**config.mk**
```make
export PLATFORM = sky130hd
export DESIGN_NAME = sign_mag_accum
export DESIGN_NICKNAME = d
export VERILOG_FILES = /design/src/rtl/sign_mag_pkg.sv /design/src/rtl/sign_mag_alu.sv /design/src/rtl/sign_mag_accum.sv
export SDC_FILE = /design/constraint.sdc
export NUM_CORES = 1
export LEC_CHECK = 0
export BUFFER_PORTS_ARGS = -buffer_cell sky130_fd_sc_hd__buf_2
export CORE_MARGIN = 2
export CORE_UTILIZATION = 55
export DETAILED_ROUTE_END_ITERATION = 6
export PLACE_DENSITY_LB_ADDON = 0.15
export SLEW_MARGIN = 10
export SYNTH_ARGS = -nofsm -noshare
export SYNTH_HDL_FRONTEND = slang
export SYNTH_HIERARCHICAL = 1
export SYNTH_SLANG_ARGS = --single-unit
export TNS_END_PERCENT = 5
```
**constraint.sdc**
```tcl
create_clock -name clk -period 6.09 [get_ports clk]
set_input_delay 0.609 -clock clk [delete_from_list [all_inputs] [get_ports clk]]
set_output_delay 0.609 -clock clk [all_outputs]
set_load 0.005 [all_outputs]
```
**src/rtl/sign_mag_pkg.sv**
```systemverilog
// Shared sign-magnitude types and helpers for the streaming accumulator.
// The package fixes the default sample width; instances use N = SM_N.
package sign_mag_pkg;

  localparam int SM_N     = 8;
  localparam int SM_MAG_W = SM_N - 1;

  typedef struct packed {
    logic                sign;
    logic [SM_MAG_W-1:0] mag;
  } sm_t;

  localparam logic [SM_MAG_W-1:0] SM_MAG_ZERO = {SM_MAG_W{1'b0}};
  localparam logic [SM_MAG_W-1:0] SM_SAT_MAG  = {SM_MAG_W{1'b1}};
  localparam sm_t                 SM_POS_ZERO = '{sign: 1'b0, mag: SM_MAG_ZERO};

  // Zero magnitude always carries a positive sign, so -0 never propagates.
  function automatic sm_t sm_normalize(input sm_t v);
    sm_t r;
    r = v;
    if (v.mag == SM_MAG_ZERO) begin
      r.sign = 1'b0;
    end else begin
      r.sign = v.sign;
    end
    return r;
  endfunction

endpackage

```
**src/rtl/sign_mag_alu.sv**
```systemverilog
// Combinational sign-magnitude adder: magnitude sort, add/subtract,
// overflow clamp or wrap, and canonical-zero normalisation.
module sign_mag_alu
  import sign_mag_pkg::*;
(
  input  sm_t  a,
  input  sm_t  b,
  input  logic sat_en,
  output sm_t  sum,
  output logic ovf
);

  logic [SM_MAG_W:0]   add_s;
  logic [SM_MAG_W-1:0] big_s;
  logic [SM_MAG_W-1:0] small_s;
  logic                big_sign_s;
  sm_t                 raw_s;

  // Sort magnitudes, then add on equal signs or subtract smaller from larger.
  always_comb begin
    add_s = {1'b0, a.mag} + {1'b0, b.mag};
    if (a.mag >= b.mag) begin
      big_s      = a.mag;
      small_s    = b.mag;
      big_sign_s = a.sign;
    end else begin
      big_s      = b.mag;
      small_s    = a.mag;
      big_sign_s = b.sign;
    end
    raw_s = SM_POS_ZERO;
    ovf   = 1'b0;
    if (a.sign == b.sign) begin
      raw_s.sign = a.sign;
      if (add_s[SM_MAG_W]) begin
        ovf       = 1'b1;
        raw_s.mag = sat_en ? SM_SAT_MAG : add_s[SM_MAG_W-1:0];
      end else begin
        raw_s.mag = add_s[SM_MAG_W-1:0];
      end
    end else begin
      raw_s.sign = big_sign_s;
      raw_s.mag  = big_s - small_s;
    end
    sum = sm_normalize(raw_s);
  end

endmodule

```
**src/rtl/sign_mag_accum.sv**
```systemverilog
// Streaming sign-magnitude frame accumulator with valid/ready handshake,
// sticky overflow and a one-entry result buffer.
module sign_mag_accum
  import sign_mag_pkg::*;
#(
  parameter int N         = SM_N,
  parameter int FRAME_LEN = 4,
  parameter bit SAT       = 1'b1,
  localparam int CNT_W    = $clog2(FRAME_LEN + 1)
) (
  input  logic             clk,
  input  logic             reset,
  input  logic             in_valid,
  output logic             in_ready,
  input  logic [N-1:0]     din,
  input  logic             op_sub,
  output logic             out_valid,
  input  logic             out_ready,
  output logic [N-1:0]     result,
  output logic             result_ovf,
  output logic [CNT_W-1:0] frame_cnt
);

  sm_t             acc_r;
  logic            ovf_r;
  logic [CNT_W-1:0] frame_cnt_r;
  logic            out_valid_r;
  sm_t             result_r;
  logic            result_ovf_r;

  sm_t             din_s;
  sm_t             operand_s;
  sm_t             sum_s;
  logic            alu_ovf_s;
  logic            last_s;
  logic            accept_s;

  assign din_s     = din;
  assign operand_s = sm_normalize('{sign: din_s.sign ^ op_sub, mag: din_s.mag});
  assign last_s    = (frame_cnt_r == CNT_W'(FRAME_LEN - 1));
  // Only the frame-closing sample stalls while an unconsumed result is held.
  assign in_ready  = !(out_valid_r && !out_ready && last_s);
  assign accept_s  = in_valid && in_ready;

  sign_mag_alu u_alu (
    .a      (acc_r),
    .b      (operand_s),
    .sat_en (SAT),
    .sum    (sum_s),
    .ovf    (alu_ovf_s)
  );

  // Accumulator, frame counter, sticky overflow and result buffer.
  always_ff @(posedge clk or posedge reset) begin
    if (reset) begin
      acc_r        <= SM_POS_ZERO;
      ovf_r        <= 1'b0;
      frame_cnt_r  <= {CNT_W{1'b0}};
      out_valid_r  <= 1'b0;
      result_r     <= SM_POS_ZERO;
      result_ovf_r <= 1'b0;
    end else begin
      if (out_valid_r && out_ready) begin
        out_valid_r <= 1'b0;
      end
      if (accept_s) begin
        if (last_s) begin
          result_r     <= sum_s;
          result_ovf_r <= ovf_r | alu_ovf_s;
          out_valid_r  <= 1'b1;
          acc_r        <= SM_POS_ZERO;
          ovf_r        <= 1'b0;
          frame_cnt_r  <= {CNT_W{1'b0}};
        end else begin
          acc_r        <= sum_s;
          ovf_r        <= ovf_r | alu_ovf_s;
          frame_cnt_r  <= frame_cnt_r + CNT_W'(1);
        end
      end
    end
  end

  assign out_valid  = out_valid_r;
  assign result     = result_r;
  assign result_ovf = result_ovf_r;
  assign frame_cnt  = frame_cnt_r;

endmodule

```
==> key figures, run 1 <==
STA
  • Setup violators final: 0
  • PnR worst setup slack: 2.380 ns
  • Transition at the pin with the smallest max-transition slack: 0.9039 ns
  • Sum of negative setup slack: 0 ns
  • Setup Skew: 0.01581 ns
  • RSZ-0062 raised after global routing: no
  • Min cycle time layout: 3.710 ns
  • Count of endpoints failing hold in the final timing report: 0
  • Fmax: 0.2696 GHz
  • Crit share post-route: 60.92%
  • Count of final max-slew check failures: 0
  • Worst slew margin relative to its limit: 39.31%

Setup path
  • Cell Chain, Critical Path: buf_2 -> inv_1 -> ha_1 -> and4_1 -> o21ai_2 -> o21ai_2 -> a21oi_1 -> ha_1 -> a311oi_1 -> o41ai_1 -> nor3_1 -> nand3_1 -> mux2i_1 -> a41oi_1 -> mux2_4
  • Slowest cell on crit path: sky130_fd_sc_hd__o21ai_2
  • Critical path launch point type: input port
  • Highest cell delay on the worst timing path: 0.56 ns
  • CP Capture Type: flip-flop
  • Critical setup path kind: in -> reg
  • Data required time of the critical path: 6.30 ns
  • Largest fanout of any net on the critical path: 11
  • Category of cells accounting for the largest share of critical-path delay: compound AO/OA/AOI/OAI gates
  • Worst setup slack for register-to-register paths: 2.38 ns
  • Count of buffer and inverter cells on the critical path: 2
  • Critical R2R Launch: acc_r[5]$_DFFE_PP0P_
  • Data arrival time of the worst path: 3.92 ns
  • Timing startpoint of the critical path: din[5]

Final layout
  • Core utilization of the finished layout: 63.46%
  • Share of final-layout standard cells stronger than drive strength 1: 28.00%
  • Antenna diodes: 0
  • Final nets: 256
  • Most used cells in the layout excluding fill and tap cells: sky130_fd_sc_hd__buf_2, sky130_fd_sc_hd__dfrtp_1, sky130_fd_sc_hd__inv_1, sky130_fd_sc_hd__ha_1, sky130_fd_sc_hd__nor2_1
  • Area Overhead vs Synth: 9.004%
  • Fill cell count: 301
  • Most common cell after layout, fill and taps aside: sky130_fd_sc_hd__buf_2

Route
  • Initial DRC Count: 107
  • Post-route ant nets: 0
  • WL per Instance: 15.72 µm
  • Remaining design rule violation count: 0
  • 1st-pass router iterations: 4
  • Detailed-route wire length: 4260 µm
  • Overall via count from detail_route: 1591
  • Post-DR vias/cell: 5.871

Synth
  • Cell count after synthesis: 202
  • Most instantiated flip-flop cell in the synthesis netlist: sky130_fd_sc_hd__dfrtp_1
  • Number of flops mapped to enable cells by yosys: 0
  • Mapped Nets: 232
  • Syn_area_per_cell: 9.768 µm²
  • Distinct cell type count of the synthesized netlist: 59
  • Flop and latch count out of synthesis: 22
  • Fraction of the yosys area taken by sequential cells: 27.90%
  • Synthesis warning total: 6
  • Proportion of netlist area held by the largest area contributor: 27.90%
  • Share of synthesized registers carrying an async set or reset: 100.0%
  • Cell area after synthesis: 1973 µm²
  • Cell type contributing the most total cell area after synthesis: sky130_fd_sc_hd__dfrtp_1
  • Top cells by area, synth: sky130_fd_sc_hd__dfrtp_1, sky130_fd_sc_hd__ha_1, sky130_fd_sc_hd__a22o_1

CTS
  • Clock buffer depth: 2
  • TritonCTS buffer count: 3
  • CTS clock-pin slew for the worst setup and hold paths: 0.13 ns
  • CTS Hold Bufs: 0
  • H-tree depth: 1
  • Resized cells post-CTS: 0
  • TritonCTS clock tree: yes
  • Post-CTS Setup Repair Bufs: 0
  • Clock latency on the worst-skew pair: 0.31 ns
  • Number of clock sinks: 22
  • Cell at the root of the clock tree: sky130_fd_sc_hd__clkbuf_4

Placed design
  • Post-place setup slack: 2.075 ns
  • Count of buffers from port buffering: 26
  • Post-detail-place hpwl: 3406 µm
  • Routability-driven placement congestion ratio: 0.8600

Floorplanning
  • Horiz. Die Dim: 63.90 µm
  • Effective utilization at floorplan: 58.21%
  • Area of the core: 3390 µm²
  • Area of the die: 4083 µm²
  • Overall die height: 63.90 µm
  • Row count: 21
  • Number of top-level pins: 27

Pwr
  • Leak: 0.001056 µW
  • Internal power contribution: 643.8 µW
  • Switching Share: 45.91%
  • Overall power consumption: 1190 µW
  • Power density of the placed cells: 553.5 nW/µm²
  • Sequential cell fraction of total power: 22.9%
  • Clock Power Share: 9.2%
  • Worst-case vdd ir drop: 0.0003288 V
  • Combinational Power Share: 67.9%
  • Net Switching: 546.6 µW

Global routing
  • First-pass GRT wire length: 7596 µm
  • GRT Residual Overflow: 0
  • Largest net degree at the start of global routing: 23
  • Number of global-route vias before repair: 1637
  • Number of antenna violations at the first check in global routing: 0
  • GRT Util Overall: 23.18%

Worst hold path
  • Worst Hold Class: in -> async

Outcome
  • Run status: finished, final reports clean

Job
  • Count of max-cap constraint violations: 0
## metal layers
metal  vias to the layer above  wire [µm]  global-route usage (%)
met3                         8        159                   2.113
met4                         0         88                   8.696
met1                       771       1934                   30.00
met5                         -          0                       0
li1                        775          -                       -
met2                        37       2077                   39.97
## through the flow
stage,std cells,cell area (µm²),hold WS (ns)
finish,271,2151,0.4341
global route,271,2151,0.4725
CTS,271,2151,0.4582
detailed placement,267,2098,0.4875
global placement,267,2098,0.4849
floorplan,202,1973,0.4632
## registers in the layout, indices dropped and copies added (netlist names)
signal	count
ovf_r	1
out_valid	1
result	8
result_ovf	1
frame_cnt	3
acc_r	8
## power groups by stage
stage                     Sequential, µW  Combinational [µW]  Clock, µW
after global placement               272                 791          0
after global routing                 286                 898        118
after detailed placement             276                 799          0
final                                272                 809        109
after CTS                            273                 805        111
after floorplan                      267                 647          0
## cells by family (layout without fill, tap and decap cells)
family | count (synthesis) | count (layout) | synth area share [%]
XOR/XNOR | 6 | 6 | 2.663
multiplexers | 18 | 18 | 11.73
other | 1 | 1 | 0.1901
flip-flops | 22 | 22 | 27.90
adder cells (fa/ha/maj) | 17 | 17 | 11.16
AO/OA/AOI/OAI | 52 | 52 | 21.69
buffers and inverters | 27 | 50 | 6.975
AND/OR/NAND/NOR | 59 | 59 | 17.69
## worst register-to-register path, stage by stage (launching register included)
cell	delay, ns
sky130_fd_sc_hd__dfrtp_1	0.44
sky130_fd_sc_hd__ha_1	0.46
sky130_fd_sc_hd__and4_1	0.26
sky130_fd_sc_hd__o21ai_2	0.09
sky130_fd_sc_hd__o21ai_2	0.56
sky130_fd_sc_hd__a21oi_1	0.15
sky130_fd_sc_hd__ha_1	0.26
sky130_fd_sc_hd__a311oi_1	0.27
sky130_fd_sc_hd__o41ai_1	0.11
sky130_fd_sc_hd__nor3_1	0.32
sky130_fd_sc_hd__nand3_1	0.12
sky130_fd_sc_hd__mux2i_1	0.15
sky130_fd_sc_hd__a41oi_1	0.15
sky130_fd_sc_hd__mux2_4	0.28
## final cells by class
type	count	area, µm²	share of cell area, %
Clock buffer	3	22.52	1.047
Clock inverter	1	30.03	1.396
Inverter	20	75.07	3.490
Multi-Input combinational cell	153	1285	59.74
Sequential cell	22	550.5	25.60
Tap cell	46	57.56	2.676
Timing Repair Buffer	26	130.1	6.050
## final timing paths
kind,to,cells after the start
worst max register to register,result[7]$_DFFE_PP0P_,13
worst max-delay path,result[7]$_DFFE_PP0P_,15
worst min-delay path,frame_cnt[1]$_DFFE_PP0P_,2
max in group asynchronous,result[4]$_DFFE_PP0P_,2
worst min register to register,result[4]$_DFFE_PP0P_,1
min in group clk,result[4]$_DFFE_PP0P_,1
## cell usage after synthesis, types with 5 or more instances
cell                       n
sky130_fd_sc_hd__dfrtp_1  22
sky130_fd_sc_hd__ha_1     16
sky130_fd_sc_hd__a22o_1    9
sky130_fd_sc_hd__mux2i_1   7
sky130_fd_sc_hd__mux2_2    5
sky130_fd_sc_hd__nor2b_1   6
sky130_fd_sc_hd__a21oi_1  10
sky130_fd_sc_hd__nor3_1    5
sky130_fd_sc_hd__inv_1    19
sky130_fd_sc_hd__nor2_1   14
sky130_fd_sc_hd__nand2_1   8
Power figures use the tool's default switching activity.
==> run 2, diff against run 1 <==
clock period = 3.65 ns   (was 6.09 ns; I/O delays follow)
==> key figures, run 2 (synthesis gave the netlist of run 1 again) <==
Outcome
  • Run status: finished, final reports clean

Floorplanning
  • Overall die height: 63.90 µm
  • Horiz. Die Dim: 63.90 µm
  • Row count: 21
  • Area of the core: 3390 µm²
  • Effective utilization at floorplan: 58.21%
  • Area of the die: 4083 µm²
  • Number of top-level pins: 27

Route
  • Post-route ant nets: 0
  • Initial DRC Count: 97
  • Detailed-route wire length: 4454 µm
  • Overall via count from detail_route: 1617
  • WL per Instance: 16.26 µm
  • Post-DR vias/cell: 5.901
  • Remaining design rule violation count: 0
  • 1st-pass router iterations: 4

Global routing
  • GRT Residual Overflow: 0
  • GRT Util Overall: 22.91%
  • Largest net degree at the start of global routing: 23
  • Number of antenna violations at the first check in global routing: 0
  • Number of global-route vias before repair: 1649
  • First-pass GRT wire length: 7576 µm

Placed design
  • Post-place setup slack: 0.2124 ns
  • Count of buffers from port buffering: 26
  • Post-detail-place hpwl: 3559 µm
  • Routability-driven placement congestion ratio: 0.8502
  • Instance area after placement: 2121 µm²

Final layout
  • Final nets: 259
  • Most used cells in the layout excluding fill and tap cells: sky130_fd_sc_hd__buf_2, sky130_fd_sc_hd__dfrtp_1, sky130_fd_sc_hd__inv_1, sky130_fd_sc_hd__ha_1, sky130_fd_sc_hd__nor2_1
  • Antenna diodes: 0
  • Most common cell after layout, fill and taps aside: sky130_fd_sc_hd__buf_2
  • Core utilization of the finished layout: 63.79%
  • Area Overhead vs Synth: 9.575%
  • Share of final-layout standard cells stronger than drive strength 1: 29.39%
  • Post-Layout Inst Area: 2162 µm²

Setup path
  • Data required time of the critical path: 3.84 ns
  • Critical R2R Launch: acc_r[0]$_DFFE_PP0P_
  • Worst setup slack for register-to-register paths: 0.26 ns
  • RR Endpoint: result[7]$_DFFE_PP0P_
  • Critical Path Sink: result[7]$_DFFE_PP0P_
  • Number of cells on the critical path: 14
  • Cell Chain, Critical Path: inv_1 -> ha_1 -> nand2b_4 -> a211oi_4 -> o2111a_1 -> a21oi_1 -> ha_1 -> a311oi_1 -> o41ai_1 -> nor3_2 -> nand3_1 -> mux2i_1 -> a41oi_1 -> mux2_4
  • Category of cells accounting for the largest share of critical-path delay: compound AO/OA/AOI/OAI gates
  • Highest cell delay on the worst timing path: 0.46 ns
  • Largest fanout of any net on the critical path: 5
  • Timing startpoint of the critical path: acc_r[0]$_DFFE_PP0P_
  • Most repeated library cell on the critical path: sky130_fd_sc_hd__ha_1
  • Slowest cell on crit path: sky130_fd_sc_hd__dfrtp_1
  • CP Capture Type: flip-flop
  • Critical setup path kind: reg -> reg
  • Worst-case reg-to-reg path depth: 14
  • Critical path launch point type: flip-flop
  • Data arrival time of the worst path: 3.59 ns
  • Count of buffer and inverter cells on the critical path: 1

CTS
  • TritonCTS clock tree: yes
  • Post-CTS Setup Repair Bufs: 0
  • Clock latency on the worst-skew pair: 0.29 ns
  • Clock buffer depth: 2
  • Number of clock sinks: 22
  • TritonCTS buffer count: 3
  • H-tree depth: 1
  • Resized cells post-CTS: 0
  • Cell at the root of the clock tree: sky130_fd_sc_hd__clkbuf_4
  • CTS clock-pin slew for the worst setup and hold paths: 0.12 ns
  • CTS Hold Bufs: 0

Pwr
  • Leak: 0.001066 µW
  • Worst-case vdd ir drop: 0.0004886 V
  • Power density of the placed cells: 921.5 nW/µm²
  • Overall power consumption: 1992 µW

STA
  • Crit share post-route: 92.95%
  • Fmax: 0.2947 GHz
  • Count of final max-slew check failures: 0
  • Min cycle time layout: 3.393 ns
  • Worst slew margin relative to its limit: 46.20%
  • RSZ-0062 raised after global routing: no
  • Setup Skew: 0.001681 ns
  • Setup violators final: 0
  • PnR worst setup slack: 0.2572 ns
  • Sum of negative setup slack: 0 ns
  • Transition at the pin with the smallest max-transition slack: 0.8061 ns
  • Count of endpoints failing hold in the final timing report: 0

Worst hold path
  • Worst Hold Class: in -> async

Job
  • Count of max-cap constraint violations: 0
==> run 2: power breakdown <==
| part | switching, µW | total (µW) | internal [µW] | leakage [µW] |
|---|---|---|---|---|
| Clock | 70.3 | 131 | 60.7 | 0.0000210 |
| Combinational | 765 | 1400 | 638 | 0.000776 |
| Sequential | 102 | 458 | 356 | 0.000269 |
| Total | 938 | 1990 | 1050 | 0.00107 |
==> run 2: worst reg2reg max path, cell delays in order, from the launching register on <==
cell	delay [ns]
sky130_fd_sc_hd__dfrtp_1	0.46
sky130_fd_sc_hd__inv_1	0.07
sky130_fd_sc_hd__ha_1	0.36
sky130_fd_sc_hd__nand2b_4	0.17
sky130_fd_sc_hd__a211oi_4	0.30
sky130_fd_sc_hd__o2111a_1	0.23
sky130_fd_sc_hd__a21oi_1	0.06
sky130_fd_sc_hd__ha_1	0.24
sky130_fd_sc_hd__a311oi_1	0.29
sky130_fd_sc_hd__o41ai_1	0.15
sky130_fd_sc_hd__nor3_2	0.23
sky130_fd_sc_hd__nand3_1	0.13
sky130_fd_sc_hd__mux2i_1	0.15
sky130_fd_sc_hd__a41oi_1	0.17
sky130_fd_sc_hd__mux2_4	0.29
==> run 2: area by class of cell <==
| type | instances | area [µm²] |
|---|---|---|
| clock buffer | 4 | 36.28 |
| fill | 276 | 1227 |
| inverter | 20 | 75.07 |
| multi-input combinational | 153 | 1290 |
| sequential | 22 | 550.5 |
| tap | 46 | 57.56 |
| timing repair buffer | 29 | 152.6 |
==> run 2: layer usage <==
layer | track usage, % | wire, µm | up-vias
li1 | - | - | 781
met1 | 29.18 | 1977 | 789
met2 | 40.63 | 2255 | 41
met3 | 1.761 | 148 | 6
met4 | 7.880 | 72 | 0
met5 | 0 | 0 | -
==> run 2: worst min-delay path by stage <==
| stage | start | to | cells past startpoint |
|---|---|---|---|
| after floorplan | reset | acc_r[0]$_DFFE_PP0P_ | 1 |
| after CTS | reset | acc_r[3]$_DFFE_PP0P_ | 2 |
| after global routing | reset | frame_cnt[2]$_DFFE_PP0P_ | 2 |
| final | reset | result[2]$_DFFE_PP0P_ | 2 |
| after global placement | result[5]$_DFFE_PP0P_ | result[5]$_DFFE_PP0P_ | 1 |
| after detailed placement | result[4]$_DFFE_PP0P_ | result[4]$_DFFE_PP0P_ | 1 |
==> run 2: through the flow <==
step,instances,hold WS [ns]
after global placement,270,0.4839
after global routing,274,0.2649
after detailed placement,270,0.4895
final,274,0.1980
after floorplan,202,0.3542
after CTS,274,0.2247
==> run 3, diff against run 2 <==
SETUP_SLACK_MARGIN = 0.3   (was default)
==> key figures, run 3 (synthesis gave the netlist of run 1 again) <==
Outcome
  • Run status: finished, final reports clean

Pwr
  • Clock Power Share: 6.2%
  • Worst-case vdd ir drop: 0.0004864 V
  • Switching Share: 45.75%
  • Power density of the placed cells: 929.5 nW/µm²
  • Combinational Power Share: 71.6%
  • Sequential cell fraction of total power: 22.3%
  • Leak: 0.001084 µW
  • Net Switching: 966.3 µW
  • Internal power contribution: 1146 µW

Final layout
  • Most used cells in the layout excluding fill and tap cells: sky130_fd_sc_hd__buf_2, sky130_fd_sc_hd__inv_1, sky130_fd_sc_hd__dfrtp_1, sky130_fd_sc_hd__nor2_1
  • Share of final-layout standard cells stronger than drive strength 1: 34.33%
  • Final Non-Filler Cells: 279
  • Antenna diodes: 0
  • Most common cell after layout, fill and taps aside: sky130_fd_sc_hd__buf_2
  • Final nets: 264
  • Area Overhead vs Synth: 15.16%
  • Core utilization of the finished layout: 67.04%
  • Post-Layout Inst Area: 2272 µm²
  • Fill cell count: 258

STA
  • Fmax: 0.3124 GHz
  • Setup violators final: 0
  • Setup Skew: 0.001658 ns
  • RSZ-0062 raised after global routing: no
  • Worst slew margin relative to its limit: 46.55%
  • Count of final max-slew check failures: 0
  • Sum of negative setup slack: 0 ns
  • Min cycle time layout: 3.201 ns
  • Count of endpoints failing hold in the final timing report: 0
  • Transition at the pin with the smallest max-transition slack: 0.8008 ns
  • Crit share post-route: 87.69%

Setup path
  • Critical setup path kind: reg -> reg
  • CP Capture Type: flip-flop
  • Critical path launch point type: flip-flop
  • Data required time of the critical path: 3.84 ns
  • Largest fanout of any net on the critical path: 5
  • Data arrival time of the worst path: 3.39 ns

CTS
  • Clock latency on the worst-skew pair: 0.29 ns
  • CTS clock-pin slew for the worst setup and hold paths: 0.12 ns
  • Number of clock sinks: 22
  • Clock buffer depth: 2
  • Cell at the root of the clock tree: sky130_fd_sc_hd__clkbuf_4
  • H-tree depth: 1
  • TritonCTS clock tree: yes
  • TritonCTS buffer count: 3

Worst hold path
  • Worst Hold Class: in -> async

Global routing
  • Number of global-route vias before repair: 1655
  • GRT Util Overall: 23.02%
  • First-pass GRT wire length: 7603 µm
  • GRT Residual Overflow: 0
  • Number of antenna violations at the first check in global routing: 0
  • Largest net degree at the start of global routing: 23

Placed design
  • Instance area after placement: 2121 µm²
  • Routability-driven placement congestion ratio: 0.8502
  • Post-detail-place hpwl: 3559 µm
  • Count of buffers from port buffering: 26
  • Placed cell count: 270

Job
  • Count of max-cap constraint violations: 0

Floorplanning
  • Area of the core: 3390 µm²
  • Effective utilization at floorplan: 58.21%
  • Number of top-level pins: 27
  • Horiz. Die Dim: 63.90 µm
  • Overall die height: 63.90 µm
  • Row count: 21
  • Area of the die: 4083 µm²

Route
  • WL per Instance: 16.33 µm
  • Initial DRC Count: 77
  • 1st-pass router iterations: 4
  • Post-DR vias/cell: 5.946
  • Overall via count from detail_route: 1659
  • Detailed-route wire length: 4556 µm
  • Post-route ant nets: 0
  • Remaining design rule violation count: 0
-- run 3: changes by cell type in the layout (fill, tap and decap cells not counted) --
cell and delta:
sky130_fd_sc_hd__dfrtp_1 -3, sky130_fd_sc_hd__ha_1 -6, sky130_fd_sc_hd__ha_2 +1, sky130_fd_sc_hd__nor3_1 +1, sky130_fd_sc_hd__nor3_2 -1, sky130_fd_sc_hd__a31oi_2 -1, sky130_fd_sc_hd__ha_4 +5, sky130_fd_sc_hd__dfrtp_2 +3
sky130_fd_sc_hd__buf_4 +5, sky130_fd_sc_hd__a31oi_4 +1
-- run 3: final timing paths --
| check | start | endpoint | slack, ns | depth (start not counted) |
|---|---|---|---|---|
| max | acc_r[4]$_DFFE_PP0P_ | result[7]$_DFFE_PP0P_ | 0.45 | 14 |
| min | reset | result[2]$_DFFE_PP0P_ | 0.20 | 2 |
| max reg2reg | acc_r[4]$_DFFE_PP0P_ | result[7]$_DFFE_PP0P_ | 0.45 | 14 |
| min reg2reg | result[4]$_DFFE_PP0P_ | result[4]$_DFFE_PP0P_ | 0.51 | 1 |
| max in group asynchronous | reset | acc_r[5]$_DFFE_PP0P_ | 2.90 | 2 |
| min in group clk | in_valid | frame_cnt[2]$_DFFE_PP0P_ | 0.33 | 2 |
-- run 3: power groups by stage --
stage | sequential [µW] | combinational, µW | clock [µW]
3_5_place_dp | 463 | 1380 | 0
4_1_cts | 459 | 1400 | 133
2_1_floorplan | 445 | 1080 | 0
6_report | 470 | 1510 | 130
5_1_grt | 491 | 1660 | 144
3_3_place_gp | 455 | 1330 | 0
-- run 3: through the flow --
stage	total power (µW)	setup WS (ns)	hold WS [ns]
global route	2296	0.2701	0.2643
floorplan	1525	0.6499	0.3542
global placement	1785	0.4069	0.4839
CTS	1997	0.3177	0.2246
detailed placement	1839	0.2124	0.4895
finish	2112	0.4494	0.1969
-- run 3: final cells by class --
cell class	instances	area [µm²]	area share (%)
Sequential cell	22	554.3	24.39
Tap cell	46	57.56	2.533
Inverter	20	75.07	3.304
Clock buffer	4	36.28	1.597
Multi-Input combinational cell	153	1359	59.80
Timing Repair Buffer	34	190.2	8.370
-- run 3: timing repair --
| action | 4_1_cts | 5_1_grt |
|---|---|---|
| setup endpoints to repair | 2 | 3 |
| pin swaps | 1 | 2 |
| hold buffers | 0 | 0 |
| setup buffers | 1 | 4 |
| gates resized for setup | 1 | 12 |
| cloned | 0 | 0 |
-- run 3: worst max-delay path, stage by stage, from the launching register on --
cell and delay [ns]:
sky130_fd_sc_hd__dfrtp_1 0.47, sky130_fd_sc_hd__ha_4 0.29, sky130_fd_sc_hd__a21o_1 0.20, sky130_fd_sc_hd__a31oi_4 0.24
sky130_fd_sc_hd__o2111a_1 0.24, sky130_fd_sc_hd__a21oi_1 0.06, sky130_fd_sc_hd__ha_2 0.20, sky130_fd_sc_hd__a311oi_1 0.26
sky130_fd_sc_hd__o41ai_1 0.11, sky130_fd_sc_hd__nor3_1 0.18, sky130_fd_sc_hd__buf_4 0.16, sky130_fd_sc_hd__nand3_1 0.08
sky130_fd_sc_hd__mux2i_1 0.15, sky130_fd_sc_hd__a41oi_1 0.16, sky130_fd_sc_hd__mux2_4 0.29
-- run 3: per-layer routing --
metal / wire (µm) / global-route usage, % / part of all wire (%)
met2: 2267 / 41.02 / 50
met5: 0 / 0 / 0
met3: 189 / 1.761 / 4.1
met1: 1996 / 29.18 / 44
met4: 102 / 7.880 / 2.2
